--- src/rtl/spi_port_pkg.sv ---
// Shared definitions for the SPI port: register addresses, STATUS bit
// positions, engine state encoding and a STATUS word builder.
package spi_port_pkg;

    // Word addresses (CPU addr[3:1])
    localparam logic [2:0] ADDR_DATA   = 3'd0;
    localparam logic [2:0] ADDR_STATUS = 3'd1;
    localparam logic [2:0] ADDR_CTRL   = 3'd2;
    localparam logic [2:0] ADDR_CS     = 3'd3;

    // STATUS bit positions
    localparam int ST_TX_FULL  = 0;
    localparam int ST_TX_EMPTY = 1;
    localparam int ST_RX_FULL  = 2;
    localparam int ST_RX_EMPTY = 3;
    localparam int ST_BUSY     = 4;
    localparam int ST_TXOV     = 5;
    localparam int ST_RXOV     = 6;

    // Engine states
    localparam logic [1:0] S_IDLE  = 2'd0;
    localparam logic [1:0] S_LOAD  = 2'd1;
    localparam logic [1:0] S_SHIFT = 2'd2;
    localparam logic [1:0] S_STORE = 2'd3;

    // Assemble the STATUS read word; unused bits read as zero.
    function automatic logic [15:0] pack_status(
        input logic tx_full,
        input logic tx_empty,
        input logic rx_full,
        input logic rx_empty,
        input logic busy,
        input logic txov,
        input logic rxov
    );
        logic [15:0] s;
        s              = 16'h0000;
        s[ST_TX_FULL]  = tx_full;
        s[ST_TX_EMPTY] = tx_empty;
        s[ST_RX_FULL]  = rx_full;
        s[ST_RX_EMPTY] = rx_empty;
        s[ST_BUSY]     = busy;
        s[ST_TXOV]     = txov;
        s[ST_RXOV]     = rxov;
        return s;
    endfunction

endpackage

--- src/rtl/spi_fifo.sv ---
// 8-bit synchronous FIFO. A push while full is accepted only when a pop
// happens in the same cycle (the pop frees the slot); otherwise it is dropped.
module spi_fifo #(
    parameter int DEPTH = 4
) (
    input  logic       clk,
    input  logic       nreset,
    input  logic       i_push,
    input  logic [7:0] i_din,
    input  logic       i_pop,
    output logic [7:0] o_head,
    output logic       o_full,
    output logic       o_empty
);

    localparam int AW = $clog2(DEPTH);
    localparam int CW = AW + 1;

    logic [7:0]    r_mem [DEPTH];
    logic [AW-1:0] r_wptr;
    logic [AW-1:0] r_rptr;
    logic [CW-1:0] r_count;
    logic          w_push_ok;
    logic          w_pop_ok;

    assign o_full    = (r_count == CW'(DEPTH));
    assign o_empty   = (r_count == {CW{1'b0}});
    assign w_pop_ok  = i_pop & ~o_empty;
    assign w_push_ok = i_push & (~o_full | w_pop_ok);
    assign o_head    = r_mem[r_rptr];

    // Storage array write port; contents need no reset since count gates reads.
    always_ff @(posedge clk) begin
        if (w_push_ok) begin
            r_mem[r_wptr] <= i_din;
        end
    end

    // Pointer and occupancy bookkeeping; pointers wrap naturally (power of two).
    always_ff @(posedge clk or negedge nreset) begin
        if (!nreset) begin
            r_wptr  <= {AW{1'b0}};
            r_rptr  <= {AW{1'b0}};
            r_count <= {CW{1'b0}};
        end else begin
            if (w_push_ok) begin
                r_wptr <= r_wptr + AW'(1);
            end
            if (w_pop_ok) begin
                r_rptr <= r_rptr + AW'(1);
            end
            case ({w_push_ok, w_pop_ok})
                2'b10:   r_count <= r_count + CW'(1);
                2'b01:   r_count <= r_count - CW'(1);
                default: r_count <= r_count;
            endcase
        end
    end

endmodule

--- src/rtl/spi_port.sv ---
// CPU-bus SPI master port (mode 0, MSB first) with TX/RX byte FIFOs,
// software chip select and level interrupt on RX data available.
module spi_port
    import spi_port_pkg::*;
#(
    parameter int         FIFO_DEPTH = 4,
    parameter logic [7:0] RESET_DIV  = 8'd3
) (
    input  logic        clk,
    input  logic        nreset,
    input  logic        sel,
    input  logic [2:0]  addr,
    input  logic        r,
    input  logic [1:0]  w,
    input  logic [15:0] din,
    output logic [15:0] dout,
    output logic        irq,
    output logic        spi_sck,
    output logic        spi_mosi,
    input  logic        spi_miso,
    output logic        spi_cs_n
);

    // Bus strobe edge detectors
    logic        r_rd_q;
    logic        r_wr_q;
    logic        w_rd_acc;
    logic        w_wr_acc;

    // Control / status registers
    logic [7:0]  r_div;
    logic        r_ie;
    logic        r_cs_n;
    logic        r_txov;
    logic        r_rxov;

    // Engine
    logic [1:0]  r_state;
    logic [7:0]  r_shreg;
    logic        r_samp;
    logic [2:0]  r_bit;
    logic [7:0]  r_cnt;
    logic        r_sck;
    logic        r_mosi;

    // FIFO hookup
    logic        w_tx_push;
    logic        w_tx_pop;
    logic [7:0]  w_tx_head;
    logic        w_tx_full;
    logic        w_tx_empty;
    logic        w_rx_push;
    logic        w_rx_pop;
    logic [7:0]  w_rx_head;
    logic        w_rx_full;
    logic        w_rx_empty;

    logic        w_busy;
    logic        w_status_clr;
    logic [15:0] w_rdata;
    logic        w_unused_din;

    assign w_unused_din = ^din[15:9];

    // One access per strobe assertion, however long the CPU holds it.
    assign w_rd_acc = sel & r & ~r_rd_q;
    assign w_wr_acc = sel & (|w) & ~r_wr_q;

    assign w_tx_push    = w_wr_acc & (addr == ADDR_DATA) & w[0];
    assign w_tx_pop     = (r_state == S_LOAD);
    assign w_rx_push    = (r_state == S_STORE);
    assign w_rx_pop     = w_rd_acc & (addr == ADDR_DATA);
    assign w_status_clr = w_wr_acc & (addr == ADDR_STATUS) & w[0];

    assign w_busy   = (r_state != S_IDLE) | ~w_tx_empty;
    assign irq      = r_ie & ~w_rx_empty;
    assign spi_sck  = r_sck;
    assign spi_mosi = r_mosi;
    assign spi_cs_n = r_cs_n;
    assign dout     = (sel & r) ? w_rdata : 16'h0000;

    spi_fifo #(.DEPTH(FIFO_DEPTH)) u_tx_fifo (
        .clk     (clk),
        .nreset  (nreset),
        .i_push  (w_tx_push),
        .i_din   (din[7:0]),
        .i_pop   (w_tx_pop),
        .o_head  (w_tx_head),
        .o_full  (w_tx_full),
        .o_empty (w_tx_empty)
    );

    spi_fifo #(.DEPTH(FIFO_DEPTH)) u_rx_fifo (
        .clk     (clk),
        .nreset  (nreset),
        .i_push  (w_rx_push),
        .i_din   (r_shreg),
        .i_pop   (w_rx_pop),
        .o_head  (w_rx_head),
        .o_full  (w_rx_full),
        .o_empty (w_rx_empty)
    );

    // Remember last-cycle strobe levels for rising-edge access detection.
    always_ff @(posedge clk or negedge nreset) begin
        if (!nreset) begin
            r_rd_q <= 1'b0;
            r_wr_q <= 1'b0;
        end else begin
            r_rd_q <= sel & r;
            r_wr_q <= sel & (|w);
        end
    end

    // CTRL and CS registers, byte-lane write enables.
    always_ff @(posedge clk or negedge nreset) begin
        if (!nreset) begin
            r_div  <= RESET_DIV;
            r_ie   <= 1'b0;
            r_cs_n <= 1'b1;
        end else if (w_wr_acc) begin
            if (addr == ADDR_CTRL && w[0]) begin
                r_div <= din[7:0];
            end
            if (addr == ADDR_CTRL && w[1]) begin
                r_ie <= din[8];
            end
            if (addr == ADDR_CS && w[0]) begin
                r_cs_n <= din[0];
            end
        end
    end

    // Sticky overflow flags; a new overflow wins over a same-cycle clear.
    always_ff @(posedge clk or negedge nreset) begin
        if (!nreset) begin
            r_txov <= 1'b0;
            r_rxov <= 1'b0;
        end else begin
            if (w_tx_push && w_tx_full && !w_tx_pop) begin
                r_txov <= 1'b1;
            end else if (w_status_clr && din[ST_TXOV]) begin
                r_txov <= 1'b0;
            end
            if (w_rx_push && w_rx_full && !(w_rx_pop && !w_rx_empty)) begin
                r_rxov <= 1'b1;
            end else if (w_status_clr && din[ST_RXOV]) begin
                r_rxov <= 1'b0;
            end
        end
    end

    // Shift engine: half-period counter compares against live div so a
    // change lands at the next boundary; sample on rise, shift on fall.
    always_ff @(posedge clk or negedge nreset) begin
        if (!nreset) begin
            r_state <= S_IDLE;
            r_shreg <= 8'h00;
            r_samp  <= 1'b0;
            r_bit   <= 3'd0;
            r_cnt   <= 8'd0;
            r_sck   <= 1'b0;
            r_mosi  <= 1'b0;
        end else begin
            case (r_state)
                S_IDLE: begin
                    r_sck  <= 1'b0;
                    r_mosi <= 1'b0;
                    if (!w_tx_empty) begin
                        r_state <= S_LOAD;
                    end
                end
                S_LOAD: begin
                    r_shreg <= w_tx_head;
                    r_mosi  <= w_tx_head[7];
                    r_cnt   <= 8'd0;
                    r_bit   <= 3'd0;
                    r_sck   <= 1'b0;
                    r_state <= S_SHIFT;
                end
                S_SHIFT: begin
                    if (r_cnt >= r_div) begin
                        r_cnt <= 8'd0;
                        if (!r_sck) begin
                            r_sck  <= 1'b1;
                            r_samp <= spi_miso;
                        end else begin
                            r_sck   <= 1'b0;
                            r_shreg <= {r_shreg[6:0], r_samp};
                            r_mosi  <= r_shreg[6];
                            if (r_bit == 3'd7) begin
                                r_state <= S_STORE;
                            end else begin
                                r_bit <= r_bit + 3'd1;
                            end
                        end
                    end else begin
                        r_cnt <= r_cnt + 8'd1;
                    end
                end
                S_STORE: begin
                    r_state <= w_tx_empty ? S_IDLE : S_LOAD;
                end
                default: begin
                    r_state <= S_IDLE;
                end
            endcase
        end
    end

    // Register read multiplexer; unmapped addresses read zero.
    always_comb begin
        w_rdata = 16'h0000;
        case (addr)
            ADDR_DATA:   w_rdata = w_rx_empty ? 16'h0000 : {8'h00, w_rx_head};
            ADDR_STATUS: w_rdata = pack_status(w_tx_full, w_tx_empty, w_rx_full,
                                               w_rx_empty, w_busy, r_txov, r_rxov);
            ADDR_CTRL:   w_rdata = {7'b0000000, r_ie, r_div};
            ADDR_CS:     w_rdata = {15'h0000, r_cs_n};
            default:     w_rdata = 16'h0000;
        endcase
    end

endmodule
--- config.mk ---
export PLATFORM = sky130hd
export DESIGN_NAME = spi_port
export DESIGN_NICKNAME = d
export VERILOG_FILES = /design/src/rtl/spi_port_pkg.sv /design/src/rtl/spi_fifo.sv /design/src/rtl/spi_port.sv
export SDC_FILE = /design/constraint.sdc
export NUM_CORES = 1
export LEC_CHECK = 0
export BUFFER_PORTS_ARGS = -buffer_cell sky130_fd_sc_hd__buf_4
export CORE_MARGIN = 2
export CORE_UTILIZATION = 25
export CTS_CLUSTER_SIZE = 10
export DETAILED_ROUTE_END_ITERATION = 8
export GPL_TIMING_DRIVEN = 0
export PLACE_DENSITY_LB_ADDON = 0.05
export SYNTH_ARGS = -nofsm -noshare
export SYNTH_HDL_FRONTEND = slang
export SYNTH_SLANG_ARGS = --single-unit
--- constraint.sdc ---
create_clock -name clk -period 2.1 [get_ports clk]
set_clock_uncertainty 0.1 [all_clocks]
set_input_delay 0.21 -clock clk [delete_from_list [all_inputs] [get_ports clk]]
set_output_delay 0.21 -clock clk [all_outputs]
set_load 0.01 [all_outputs]
# Word level (Yosys, flattened, before mapping)
# Memories as Yosys holds them, arrays and structs flattened.
# Index checks and enable logic that the tools add are counted.
[totals] wordCells=145 in_bits=26 n_memories=2 register_bits=52 mem_bits_rw=64
[memory_table] memory="u_rx_fifo.r_mem" words=4 width=8 read_ports=1 rd_clocked_by_memory_dff=0 wr=1 line="spi_fifo.sv:19" rtl="logic [7:0] r_mem [DEPTH];"
[memory_table] memory="u_tx_fifo.r_mem" words=4 width=8 read_ports=1 rd_clocked_by_memory_dff=0 wr=1 line="spi_fifo.sv:19"
[classes] mux=34 eq_ne=18 order_cmp=1 n_bitwise=24 add_sub_neg=10 reduce_logical=36
[ops] cell="$pmux W16 S4" count=1
[ops] cell="$mux W8" count=4
[ops] cell="$pmux W8 S2" count=2
[ops] cell="$pmux W3 S2" count=3
[ops] cell="$mux W16" count=1
[ops] cell="$and A1 B1 Y1" count=14
[ops] cell="$reduce_bool A2 Y1" count=7
[ops] cell="$mux W1" count=13
[ops] cell="$logic_and A1 B1 Y1" count=10
[ops] cell="$ne A2 B2 Y1 const B" count=5
[ops] cell="$add A3 B1 Y3 const B" count=3
[ops] cell="$eq A3 B3 Y1 const B" count=3
[ops] cell="$logic_not A3 Y1" count=3
[ops] cell="$mux W3" count=3
[ops] cell="$reduce_and A3 Y1" count=3
[ops] cell="$add A2 B1 Y2 const B" count=4
[ops] cell="$add A8 B1 Y8 const B" count=1
[ops] cell="$eq A2 B2 Y1 const B" count=4
[ops] cell="$ge A8 B8 Y1" count=1
[ops] cell="$mux W2" count=4
[ops] cell="$pmux W2 S4" count=1
[ops] cell="$reduce_and A2 Y1" count=4
[ops] cell="$reduce_and A4 Y1" count=2
[ops] cell="$not A1 Y1" count=7
[ops] cell="other kinds (11)" count=20

# Logic depth before layout (Yosys ltp)
# Gate-level depths: netlist of the first run.
[logic_depth] ltp_word=8 depth_mapped=11 ltp_nobuf=11

# Cells and area by module
# A second synthesis of the first run with hierarchy kept.
[hier_totals] cells_unflattened=438 area_unflattened_um2=5650.4
[by_module_without_submodules] mod="spi_port" cells_each=264 area_per_inst_um2=2393.5 n_inst=1
[by_module_without_submodules] mod="spi_fifo (u_tx_fifo)" cells_each=94 area_per_inst_um2=1669.1 n_inst=1
[by_module_without_submodules] mod="spi_fifo (u_rx_fifo)" cells_each=80 area_per_inst_um2=1587.8 n_inst=1

# Worst setup path before layout of the first run
# No wires, ideal clock.
[synth_path] path_kind="in2reg" start="input port addr[1]" end="register u_rx_fifo.r_count[2]" path_slack_ps=-250 arrival_time_ps=2123 n_path_buf=0 stages=9 setup_ps=127 t_required_ps=1873 path_cell_list="or3_4 > o311ai_4 > and2_1 > inv_1 > ha_1 > fa_1 > xnor2_1 > nor2_1 > xor2_1"
[synth_via] elab_chain_len=7 elab_cells_between_ends=9 classes_between="eq/ne: 2; mux: 1; bitwise: 4; reduce/logical: 2"
[synth_lines] item="start, declared" line="spi_port.sv:12" rtl="input logic [2:0] addr,"
[synth_lines] item="$logic_not A3 Y1 (*)" line="spi_port.sv:72" rtl="assign w_rx_pop = w_rd_acc & (addr == ADDR_DATA);"
[synth_lines] item="$and A1 B1 Y1 (*)" line="spi_port.sv:72"
[synth_lines] item="$and A1 B1 Y1 (*)" line="spi_fifo.sv:28" rtl="assign w_pop_ok = i_pop & ~o_empty;"
[synth_lines] item="$or A1 B1 Y1" line="spi_fifo.sv:29" rtl="assign w_push_ok = i_push & (~o_full | w_pop_ok);"
[synth_lines] item="$and A1 B1 Y1" line="spi_fifo.sv:29"
[synth_lines] item="$eq A2 B1 Y1 or $eq A2 B2 Y1 (tied branches)" line="spi_fifo.sv:52" rtl="case ({w_push_ok, w_pop_ok})"
[synth_lines] item="$pmux W3 S2 or $reduce_bool A2 Y1 (tied branches)"
[synth_lines] item="end signal, assigned" line="spi_fifo.sv:53" rtl="2'b10: r_count <= r_count + CW'(1);"
[synth_lines] item="end signal, assigned" line="spi_fifo.sv:54" rtl="2'b01: r_count <= r_count - CW'(1);"
[synth_lines] item="end signal, assigned" line="spi_fifo.sv:55" rtl="default: r_count <= r_count;"
[synth_lines] item="end, declared" line="spi_fifo.sv:22" rtl="logic [CW-1:0] r_count;"
# Every way passes the cells marked *; elsewhere a longest branch is shown, timed or not.
# A chain may end at the register's enable or synchronous reset.

# Final worst setup path of the first run
[layout_path] start="register u_rx_fifo.r_rptr[0]" end="output port dout[4]"
[layout_via] elab_chain_len=4
[layout_lines] item="start, declared" line="spi_fifo.sv:21" rtl="logic [AW-1:0] r_rptr;"
[layout_lines] item="start signal, assigned" line="spi_fifo.sv:43" rtl="r_rptr <= {AW{1'b0}};"
[layout_lines] item="start signal, assigned" line="spi_fifo.sv:50" rtl="r_rptr <= r_rptr + AW'(1);"
[layout_lines] item="$mem_v2 Z4 W8"
[layout_lines] item="$mux W8" line="spi_port.sv:215" rtl="ADDR_DATA: w_rdata = w_rx_empty ? 16'h0000 : {8'h00, w_rx_head};"
[layout_lines] item="$pmux W16 S4" line="spi_port.sv:214" rtl="case (addr)"
[layout_lines] item="$mux W16" line="spi_port.sv:80" rtl="assign dout = (sel & r) ? w_rdata : 16'h0000;"
[layout_lines] item="end, declared" line="spi_port.sv:16" rtl="output logic [15:0] dout,"
# No other way between the ends.

==> results.md, run 1 <==
* Starting Density at between 20% and 30%
* Critical path destination: dout[4]
* Status: finished, violations left
* Max Root-Sink Buffers at 2
* Largest net degree at the start of global routing at between 50 and 60
* FILL cells at 2148
* Max-slew violations at 0
* Pre-CTS setup slack at -0.564 ns
* IO Port Bufs at 31
* H-tree levels at 4
* Critical R2R Capture: r_shreg[1]$_DFFE_PN0P_
* Footprint of the multi-input gates at about 0.0024 mm²
* Hold Slack at 0.154 ns
* Final net count at ~560
* WL/cell at approximately 18 µm
* Vias after detailed routing at 3604
* Post-synth cell types at 55
* CP arrival at about 2.1 ns
* Number of CTS-inserted buffers at 17
* Lkg Pwr at ~3 nW
* Combinational Power Share at between 30 and 40%
* HP Class: primary input to flip-flop
* Syn-to-layout area delta at 36.6%
* Sequential fraction of the synthesis area at roughly three fifths
* Via-per-instance ratio at 4.49
* # clock sinks at 116
* Slowest cell delay on critical path at about 0.52 ns
* Max-Cap Viols at 0
* Pwr dens at roughly 1300 mW/mm²
* CP Launch Type: flip-flop
* Worst path slowest cell: mux4_2
* Final ANT Viol Nets at 0
* Initial antenna violation count at 0
* Worst r2r src: r_cnt[6]$_DFFE_PN0P_
* Fraction of registers with async set/reset at roughly 45%
* EDFF count, synth at 64
* Worst Setup End Kind: output port
* First-pass GRT wire length at 22700 µm
* Final worst setup slack at -0.268 ns
* Clk slew on worst S/H paths at about 0.05 ns
* Iteration-0 DRC Markers at around 200
* FF+latch count, synth at 116
* CTS tree: yes
* Final period util at 113%
* Clock network power share at 28.4%
* Io pins at 46
* Final setup TNS at -2.97 ns
* # setup viols final at 25
* Reg area at around 0.0032 mm²
* DP Wirelength at 10100 µm
* RSZ-0062 raised after global routing: true
* Num rows at 54
* Warnings from Yosys at 0
* Slew HR at a little under two fifths
* R2R depth at 8
* Vias in the first global route at roughly 3800
* Fmax at around 420 MHz
* Required @ worst endpoint at ~1.8 ns
* Non-filler instance count after layout at 802
* DRC viols at 0
* Cell area after layout at ~0.0075 mm²
* Final hold violations at 0
* CP Buf/Inv Count at 2
* GR Overflow Total at 0
* Switching power at around 3.3 mW
* Slew @ Worst Pin at about 0.93 ns
* Failing checks: negative setup slack
* Register-to-register setup slack at -0.16 ns
* Worst-path cell chain: buf_12 -> mux4_2 -> a222oi_1 -> nor2_1 -> buf_4
* Overall die height at 153 µm
* Die Area at about 0.023 mm²
* Total global-route track usage at a little over an eighth
* GP Congestion at roughly 0.71
* DRT Pass-1 Iters at 5
* Placed cells at 716
* Critical path depth in cells at 5
* Sw Share at 32.5%
* Die X at about 150 µm
* Cells after Synth at 399
* Clock root buffer: clkbuf_16
* Max IR drop VDD at between 0.5 and 0.6 mV
* CP max FO at 8
* Share of cells above drive strength 1 at ~43%
* Synthesized area at roughly 0.0055 mm²
* N_diodes at 0
* Sequential share of power at approximately 34%
* Delay-heaviest family, CP: multiplexers
* Syn_area_per_cell at around 14 µm²
* Core Region at 0.0218 mm²
* Cell internal pwr at just under 7 mW
* Post-DP Area at 0.00619 mm²
* Min Clock Period, post-route at between 2 and 2.5 ns
* Crit path from: u_rx_fifo.r_rptr[0]$_DFFE_PN0P_
* Drt total wl at about 15000 µm
* Later-pin clock latency in the skew report at 0.42 ns
* Primary FF master, synth: edfxtp_1
* Crit Path Class: flip-flop to output port
[layout make-up]
class | instances | share of cell area [%]
multi-input combinational | 244 | 32.1
inverter | 25 | 1.31
buffer | 18 | 1.78
clock inverter | 11 | 1.81
tap | 280 | 4.65
timing repair buffer | 87 | 9.57
clock buffer | 21 | 5.85
sequential | 116 | 42.9
[worst min-delay path by stage]
| stage | startpoint | endpoint | slack, ns | cells past startpoint |
|---|---|---|---|---|
| after floorplan | nreset | r_bit[0]$_DFFE_PN0P_ | -0.19 | 0 |
| after global placement | nreset | r_shreg[3]$_DFFE_PN0P_ | 0.26 | 1 |
| after detailed placement | nreset | u_rx_fifo.r_rptr[1]$_DFFE_PN0P_ | 0.26 | 1 |
| after CTS | w[0] | r_txov$_DFFE_PN0P_ | 0.17 | 4 |
| after global routing | w[0] | r_txov$_DFFE_PN0P_ | 0.19 | 4 |
| final | w[0] | r_txov$_DFFE_PN0P_ | 0.15 | 4 |
[timing repair]
action                                  CTS  global route
endpoints found under the hold margin    93             0
gates resized for setup                  59            30
buffers inserted                         29            15
cloned                                    1             0
hold buffers                             13             0
endpoints found under the setup margin   71            44
pin swaps                                19            18
[worst reg2reg max path, stage by stage (launching register included)]
cell and delay, ns:
dfrtp_2 0.44, ha_4 0.28, nand4_1 0.11, and3_1 0.20, buf_6 0.14, and2_4 0.23
a21oi_4 0.18, buf_12 0.15, mux2_4 0.31
[through the flow]
stage | utilization, % | power (mW)
after floorplan | - | 5.49
after global placement | 28.5 | 6.40
after detailed placement | 28.5 | 6.41
after CTS | 33.7 | 9.93
after global routing | 34.6 | 10.7
final | 34.6 | 10.1
[routing by layer]
layer	part of all wire, %	vias to the layer above	GRT usage (%)	wire length (µm)
met5	0	-	0	0
met2	48	68	21.1	7110
met4	1.0	0	4.63	155
met1	46	1833	17.7	6850
li1	-	1689	-	-
met3	4.6	14	3.10	675
[cell usage after synthesis (2+ instances only)]
library cell / instances / area share (%)
buf_1: 2 / 0.14
o211ai_1: 4 / 0.54
a31o_2: 2 / 0.32
xor2_1: 7 / 1.1
and3_1: 9 / 1.0
nor2b_1: 3 / 0.34
ha_1: 26 / 5.9
mux2_2: 24 / 4.9
a211oi_1: 2 / 0.27
o21ai_0: 12 / 1.1
nor3b_1: 2 / 0.27
nand3_1: 11 / 1.0
buf_4: 7 / 0.95
edfxtp_1: 64 / 35
nand2_1: 30 / 2.0
mux4_2: 16 / 6.5
a222oi_1: 5 / 0.91
dfrtp_1: 49 / 22
a31oi_1: 2 / 0.23
nor2_1: 19 / 1.3
xnor2_1: 9 / 1.4
fa_1: 2 / 0.73
and2_1: 6 / 0.68
o2bb2ai_1: 2 / 0.32
buf_2: 4 / 0.36
mux2i_1: 3 / 0.54
nand4_1: 7 / 0.79
clkbuf_1: 5 / 0.34
dfstp_2: 3 / 1.4
inv_1: 25 / 1.7
buf_6: 2 / 0.41
a22o_1: 2 / 0.32
a21oi_1: 9 / 0.82
a22oi_1: 2 / 0.27
nor3_1: 2 / 0.18
[kinds of logic after synthesis]
logic type / count (synthesis) / synth area share [%]
DFF: 116 / 58.5
and+or+nand+nor: 100 / 9.51
AOI/OAI and AO/OA: 50 / 6.87
buffers and inverters: 45 / 3.90
muxes: 43 / 12.0
adders and majority gates: 28 / 6.62
xor gates and xnor gates: 16 / 2.54
other: 1 / 0.0680
[power groups by stage]
stage / sequential [mW] / combinational [mW] / clock (mW)
2_1_floorplan: 3.30 / 2.19 / 0
4_1_cts: 3.46 / 3.53 / 2.94
6_report: 3.45 / 3.80 / 2.88
5_1_grt: 3.53 / 4.16 / 3.05
3_3_place_gp: 3.47 / 2.93 / 0
3_5_place_dp: 3.47 / 2.94 / 0
[flip-flops by register name (all words and copies together) (netlist names)]
signal and count:
u_tx_fifo.r_count 3, r_div 8, u_rx_fifo.r_count 3, r_state 2
r_wr_q 1, r_rxov 1, r_cnt 8, spi_sck 1
r_bit 3, r_rd_q 1, u_tx_fifo.r_mem 32, u_tx_fifo.r_rptr 2
spi_cs_n 1, r_ie 1, spi_mosi 1, u_tx_fifo.r_wptr 2
u_rx_fifo.r_wptr 2, u_rx_fifo.r_rptr 2, r_samp 1, r_txov 1
u_rx_fifo.r_mem 32, r_shreg 8
[cells in the final DEF (no fill, tap or decap), types with 3 or more instances in the layout]
master and instances:
and2_2 4, xnor2_1 9, nand2_1 27, o21ai_0 9, a21oi_2 6, inv_1 18, o211ai_1 4, dfrtp_2 6
mux2i_1 3, buf_4 74, bufinv_16 3, nand4_1 7, mux2_4 11, a222oi_1 5, edfxtp_1 64, mux4_2 16
nor2_4 3, nor2_1 16, clkinv_2 3, and3_1 9, ha_4 6, nand3_1 7, inv_2 5, and2_4 3
buf_6 7, dfstp_2 3, mux2_2 13, dfrtp_1 43, clkbuf_1 8, conb_1 7, dlygate4sd3_1 13, xor2_1 7
ha_1 19, buf_2 3, clkbuf_16 17
Power figures use the tool's default switching activity.
==> inputs of run 2 (changes only) <==
- ABC_AREA: default -> 1
==> run 2 against run 1 <==
  * The flow still finishes with violations (negative setup slack)
  * First-iteration DRC count decreased by 7.8%
  * Core utilization is 0.34 points lower
  * Clock-buffer cell count shrank 3
  * Highest routed layer unchanged
  * Largest power group is now sequential cells
  * Synthesized area up 1.9%
  * Synthesized cell count is 43% higher
==> results.md, run 2 <==
* Most frequent cells in the layout: 122 x nand2_1, 64 x edfxtp_1, 56 x buf_4, 50 x inv_1, 45 x dfrtp_1
* IO Port Bufs at 31
* Min Clock Period, post-route at between 2 and 2.5 ns
* WHS Path Cells at 5
* Post-Synth Adder-Cell Area at about 6.5%
* Clock network power share at a little over a third
* CP max FO at 4
* Clk slew on worst S/H paths at roughly 0.06 ns
* Primary FF master, synth: edfxtp_1
* Cell internal pwr at approximately 5.3 mW
* CP Launch Type: flip-flop
* GP Congestion at 0.732
* Combinational Power Share at between 20% and 30%
* Top cell types by occurrence after synthesis: 123 x nand2_1, 64 x edfxtp_1, 62 x nor2_1, 59 x inv_1, 49 x dfrtp_1
* Core Region at approximately 0.022 mm²
* Final hold violations at 0
* Initial antenna violation count at 0
* Warnings from Yosys at 0
* Starting Density at between 20% and 30%
* Synth area leader: edfxtp_1
* Final ANT Viol Nets at 0
* Final worst setup slack at -0.0330 ns
* R2R depth at 10
* Worst Setup End Kind: output port
* CTS tree: yes
* Cell area after layout at roughly 0.0075 mm²
* Failing checks: negative setup slack
* Num rows at 54
* Simple-gate share of the synthesized area at 20.6%
* Overall die height at roughly 150 µm
* Clock root buffer: clkbuf_16
* Max-Cap Viols at 0
* FILL cells at about 2200
* Sequential share of power at 37.4%
* Drt total wl at around 16000 µm
* Max Root-Sink Buffers at 2
* HP Class: primary input to flip-flop
* Share of cells above drive strength 1 at about 28%
* Required @ worst endpoint at 1.79 ns
* Iteration-0 DRC Markers at about 190
* WL/cell at 16.3 µm
* Sequential fraction of the synthesis area at a little under three fifths
* Lkg Pwr at 3.27 nW
* Post-synth cell types at 36
* Vias after detailed routing at ~4200
* Status: finished, violations left
* DRC viols at 0
* XOR/XNOR Fraction of Synth Area at 2.18%
* Slew @ Worst Pin at 0.764 ns
* H-tree levels at 4
* Die Area at 0.0237 mm²
* GR Overflow Total at 0
* Biggest regs: u_rx_fifo.r_mem x32, u_tx_fifo.r_mem x32
* Pwr dens at roughly 1000 mW/mm²
* Cells after Synth at roughly 570
* # setup viols final at 1
* Slew HR at between 40% and 50%
* Later-pin clock latency in the skew report at around 0.42 ns
* Final core utilization at approximately 34%
* Area share of the largest cell type after synthesis at 34.2%
* Largest net degree at the start of global routing at 53
* Sw Share at 31.9%
* Footprint of the multi-input gates at between 0.002 and 0.0025 mm²
* Switching power at ~2.5 mW
* Synthesized area at roughly 0.0056 mm²
* Io pins at 46
* Vias in the first global route at approximately 4100
* Critical R2R Capture: u_tx_fifo.r_count[2]$_DFFE_PN0P_
* Die X at roughly 150 µm
* Syn-to-layout area delta at 34.0%
* Reg area at approximately 0.0032 mm²
* Post-synthesis compound-gate area fraction at under 10%
* Final period util at 102%
* Final net count at 720
* Hold path endpoint: spi_cs_n$_DFFE_PN1P_
* Post-synthesis mux area share at less than 1%
* Worst r2r src: r_state[0]$_DFFE_PN0P_
* Crit Path Class: flip-flop to output port
* RSZ-0062 raised after global routing: true
* Fmax at about 470 MHz
* Fraction of registers with async set/reset at roughly 45%
* N_diodes at 0
* Via-per-instance ratio at about 4.4
* Number of CTS-inserted buffers at 17
* # clock sinks at around 120
* First-pass GRT wire length at 23900 µm
* Largest family of logic cells by synthesized area: simple AND/OR/NAND/NOR gates
* Max IR drop VDD at a little under 0.4 mV
* DRT Pass-1 Iters at 5
* Most common cell in the netlist: nand2_1
* FF+latch count, synth at 116
* Post-DP Area at ~0.0062 mm²
* Register-to-register setup slack at about 0.040 ns
* Syn_area_per_cell at about 9.8 µm²
* CP arrival at approximately 1.8 ns
* Hold Startpoint: addr[0]
* Total global-route track usage at 13.5%
* EDFF count, synth at between 60 and 70
* Commonest non-fill, non-tap cell in the layout: nand2_1
* DP Wirelength at around 11000 µm
* Max-slew violations at 0
* Largest cells by area after synthesis: edfxtp_1 34%, dfrtp_1 22%, nand2_1 8.2%
==> run 2: cell types whose count changed in the layout (fill, tap and decap cells not counted), sizes merged, moves of 7 or more <==
cell,previous run,this run
o22ai,0,7
buf,87,74
and3,9,0
o21ai,12,29
nand3,11,42
mux4,16,0
mux2,24,1
a21oi,10,22
xnor2,9,2
nand4,7,17
and2,7,0
nor2,19,64
inv,25,66
nand2,30,128
==> run 2: cell families (layout without fill, tap and decap cells) <==
family                   count (synthesis)  in the layout
other                                    1              7
adder cells (fa/ha/maj)                 28             28
flip-flops                             116            116
buffers and inverters                   87            188
AND/OR/NAND/NOR                        259            259
AO/OA/AOI/OAI                           66             66
multiplexers                             1              1
XOR/XNOR                                14             14
==> run 2: area by class of cell <==
cell class | count | area share, %
sequential | 116 | 42.9
multi-input combinational | 375 | 30.9
timing repair buffer | 69 | 7.99
clock buffer | 18 | 5.70
tap | 280 | 4.65
inverter | 63 | 3.22
buffer | 24 | 2.56
clock inverter | 14 | 2.03
==> run 2: how the worst max path moves through the flow <==
stage,from,to,slack [ns],cells after the start
2_1_floorplan,r_state[1]$_DFFE_PN0P_,u_tx_fifo.r_count[2]$_DFFE_PN0P_,0.007,11
3_3_place_gp,r_state[1]$_DFFE_PN0P_,u_tx_fifo.r_count[2]$_DFFE_PN0P_,-0.33,11
3_5_place_dp,r_state[1]$_DFFE_PN0P_,u_tx_fifo.r_count[2]$_DFFE_PN0P_,-0.35,11
4_1_cts,r_state[0]$_DFFE_PN0P_,u_tx_fifo.r_count[2]$_DFFE_PN0P_,-0.07,10
5_1_grt,u_rx_fifo.r_rptr[1]$_DFFE_PN0P_,dout[4],-0.11,9
6_report,u_rx_fifo.r_rptr[1]$_DFFE_PN0P_,dout[4],-0.03,9
==> run 2: power groups by stage <==
| stage | Clock (mW) | Sequential, mW | Combinational [mW] |
|---|---|---|---|
| 2_1_floorplan | 0 | 2.89 | 0.976 |
| 3_5_place_dp | 0 | 2.96 | 1.44 |
| 6_report | 2.86 | 2.93 | 2.05 |
| 4_1_cts | 2.92 | 2.94 | 1.70 |
| 5_1_grt | 3.05 | 2.98 | 2.27 |
| 3_3_place_gp | 0 | 2.96 | 1.43 |
==> run 2: what timing repair did <==
action | in CTS | in global routing
endpoints found under the setup margin | 83 | 65
hold endpoints to repair | 87 | 0
hold buffers | 13 | 0
gates cloned | 0 | 4
setup buffers | 16 | 5
pin swaps | 8 | 31
resized for setup | 43 | 74
==> run 2: per-layer routing <==
metal  up-vias  part of all wire, %  global-route usage [%]
li1       2078                    -                       -
met1      2020                   48                    18.2
met2        75                   47                    21.5
met3         8                  4.2                    3.18
met4         0                 0.84                    3.87
met5         -                    0                       0
==> run 2: critical path: stages (launching register included) <==
cell and delay (ns):
dfrtp_1 0.37, buf_6 0.13, clkinvlp_4 0.10, buf_6 0.14, nor2_2 0.04, o21ai_1 0.07, nand2_1 0.14, a21oi_2 0.18
nor2_1 0.07, buf_4 0.16
==> run 2: metrics by stage <==
step	hold WS, ns	total power, mW	TNS (ns)	setup WS, ns	instances
4_1_cts	0.0906	7.56	-0.381	-0.0660	950
3_3_place_gp	0.238	4.39	-15.94	-0.335	889
3_5_place_dp	0.235	4.40	-16.81	-0.349	889
6_report	0.102	7.84	-0.0330	-0.0330	959
2_1_floorplan	-0.186	3.87	0	0.00698	578
5_1_grt	0.116	8.30	-0.572	-0.106	959
==> inputs of run 3 (changes only) <==
- ABC_AREA: 1 -> default
- BUFFER_PORTS_ARGS: -buffer_cell sky130_fd_sc_hd__buf_4 -> default
- DONT_BUFFER_PORTS: default -> 1
==> run 3 against run 2 <==
  * The run still ends with negative setup slack left
  * Critical path depth decreased by 1
  * Final cell count shrank 19%
  * Clock power up 12%
  * Highest routed layer unchanged
  * Largest cell class unchanged
  * Non-clock buffer count decreased by 12
  * Cell area grew 0.20%
  * Critical path type is now flip-flop to flip-flop
==> results.md, run 3 (synthesis gave the netlist of run 1 again) <==
* Io pins at 46
* Fmax at 439 MHz
* Hold Startpoint: addr[2]
* IO Port Bufs at 0
* GR Overflow Total at 0
* Status: finished, violations left
* Starting Density at between 20% and 30%
* CP max FO at 8
* Switching power at approximately 3.4 mW
* Worst path slowest cell: dfstp_2
* Min Clock Period, post-route at around 2.3 ns
* # clock sinks at approximately 120
* Pwr dens at roughly 1400 mW/mm²
* Drt total wl at 14900 µm
* Crit path from: r_div[1]$_DFFE_PN1P_
* Final ANT Viol Nets at 0
* Crit Path Class: flip-flop to flip-flop
* Overall die height at 153 µm
* Final hold violations at 0
* CP Launch Type: flip-flop
* Final period util at 108%
* # setup viols final at 26
* Later-pin clock latency in the skew report at between 0.4 and 0.5 ns
* Share of cells above drive strength 1 at between 40% and 50%
* Failing checks: negative setup slack
* HP Class: primary input to flip-flop
* Slew @ Worst Pin at between 0.8 and 0.9 ns
* WL/cell at 19.2 µm
* Commonest non-fill, non-tap cell in the layout: edfxtp_1
* Max IR drop VDD at 0.552 mV
* Lkg Pwr at around 2.9 nW
* Clk slew on worst S/H paths at 0.06 ns
* Pre-CTS setup slack at -0.550 ns
* DRT Pass-1 Iters at 4
* Cell internal pwr at 7.19 mW
* Sw Share at 31.9%
* Sequential share of power at 32.9%
* N_diodes at 0
* Core Region at between 0.02 and 0.025 mm²
* Iteration-0 DRC Markers at 185
* Max-slew violations at 0
* Clock root buffer: clkbuf_16
* Worst-path cell chain: inv_2 -> ha_4 -> nor2b_1 -> o211ai_1 -> a31o_4 -> a21oi_4 -> buf_12 -> mux2_4
* Via-per-instance ratio at 4.51
* Vias after detailed routing at 3506
* Initial antenna violation count at 0
* Most frequent cells in the layout: 64 x edfxtp_1, 45 x buf_4, 41 x dfrtp_1, 26 x nand2_1
* H-tree levels at 4
* GP Congestion at about 0.74
* Num rows at 54
* Tot Pwr at approximately 11 mW
* Slowest cell delay on critical path at 0.54 ns
* Final net count at approximately 540
* Die X at about 150 µm
* Syn-to-layout area delta at 36.8%
* Worst r2r src: r_div[1]$_DFFE_PN1P_
* Worst Setup End Kind: flip-flop
* CTS tree: yes
* Number of CTS-inserted buffers at 17
* DRC viols at 0
* RSZ-0062 raised after global routing: true
* Largest net degree at the start of global routing at 53
* Total global-route track usage at about an eighth
* Vias in the first global route at 3615
* Clock network power share at 30.4%
* DP Wirelength at ~10000 µm
* First-pass GRT wire length at between 20000 and 25000 µm
* Final core utilization at between 30% and 40%
* Die Area at 0.0233 mm²
* Biggest regs: u_rx_fifo.r_mem x32, u_tx_fifo.r_mem x32
* Required @ worst endpoint at approximately 2.3 ns
* Combinational Power Share at between 30 and 40%
* Max Root-Sink Buffers at 2
* CP arrival at 2.47 ns
* Max-Cap Viols at 0
* Final worst setup slack at -0.177 ns
* Slew HR at between 40% and 50%
## run 3: cell types whose count changed in the layout (fill, tap and decap cells not counted), moves of 7 or more
cell,before,now
mux2_4,0,11
inv_1,50,18
buf_4,56,45
mux4_2,0,16
mux2_2,1,13
nor2_1,44,14
xnor2_1,2,9
nor2_2,12,3
a21oi_1,17,5
nand2_1,122,26
and3_1,0,8
o21ai_1,11,2
nand3_1,35,6
nand4_1,17,7
## run 3: area by class of cell
type	instances	area, µm²
inverter	25	93.8
clock inverter	15	229
buffer	17	118
tap	280	350
timing repair buffer	64	588
multi-input combinational	244	2500
sequential	116	3240
fill	2155	14200
clock buffer	17	425
## run 3: timing repair
item | in CTS | in global routing
pin swaps | 22 | 22
setup buffers | 30 | 19
hold buffers | 16 | 0
cloned | 2 | 0
gates resized for setup | 75 | 28
endpoints found under the setup margin | 71 | 44
endpoints found under the hold margin | 98 | 0
## run 3: through the flow
stage	area [µm²]	hold slack [ns]	TNS (ns)	instances
2_1_floorplan	5610	-0.186	-0.645	405
3_3_place_gp	5960	-0.180	-23.70	685
3_5_place_dp	5960	-0.180	-22.35	685
4_1_cts	7340	0.0200	-2.75	762
5_1_grt	7540	0.0278	-5.71	778
6_report	7540	0.0459	-2.60	778
## run 3: metal layers
layer / global-route usage (%) / up-vias / share of wire (%)
met4: 3.79 / 0 / 1.3
met3: 3.56 / 12 / 3.0
met5: 0 / - / 0
li1: - / 1641 / -
met1: 17.9 / 1798 / 48
met2: 20.9 / 55 / 48
## run 3: critical path, delay by kind of cell, from the launching register on
kind	cells	cell delay (ns)
compound gates	3	0.67
flops	1	0.54
mux	1	0.29
fa+ha+maj	1	0.23
buf+inv	2	0.21
simple gates	1	0.12
## run 3: power by group through the flow
stage	logic, mW	clock network (mW)	registers [mW]
floorplan	2.19	0	3.30
global placement	2.80	0	3.48
detailed placement	2.82	0	3.48
CTS	3.52	3.30	3.49
global route	4.25	3.43	3.55
finish	3.88	3.21	3.47
## run 3: worst paths after layout
check / end / slack [ns] / cells past startpoint
max in group asynchronous: spi_cs_n$_DFFE_PN1P_ / 1.34 / 2
setup / recovery: r_shreg[2]$_DFFE_PN0P_ / -0.18 / 8
hold / removal: spi_cs_n$_DFFE_PN1P_ / 0.05 / 2
hold reg to reg: r_rxov$_DFFE_PN0P_ / 0.41 / 1
setup reg to reg: r_shreg[2]$_DFFE_PN0P_ / -0.18 / 8
min in group asynchronous: r_shreg[5]$_DFFE_PN0P_ / 0.26 / 2
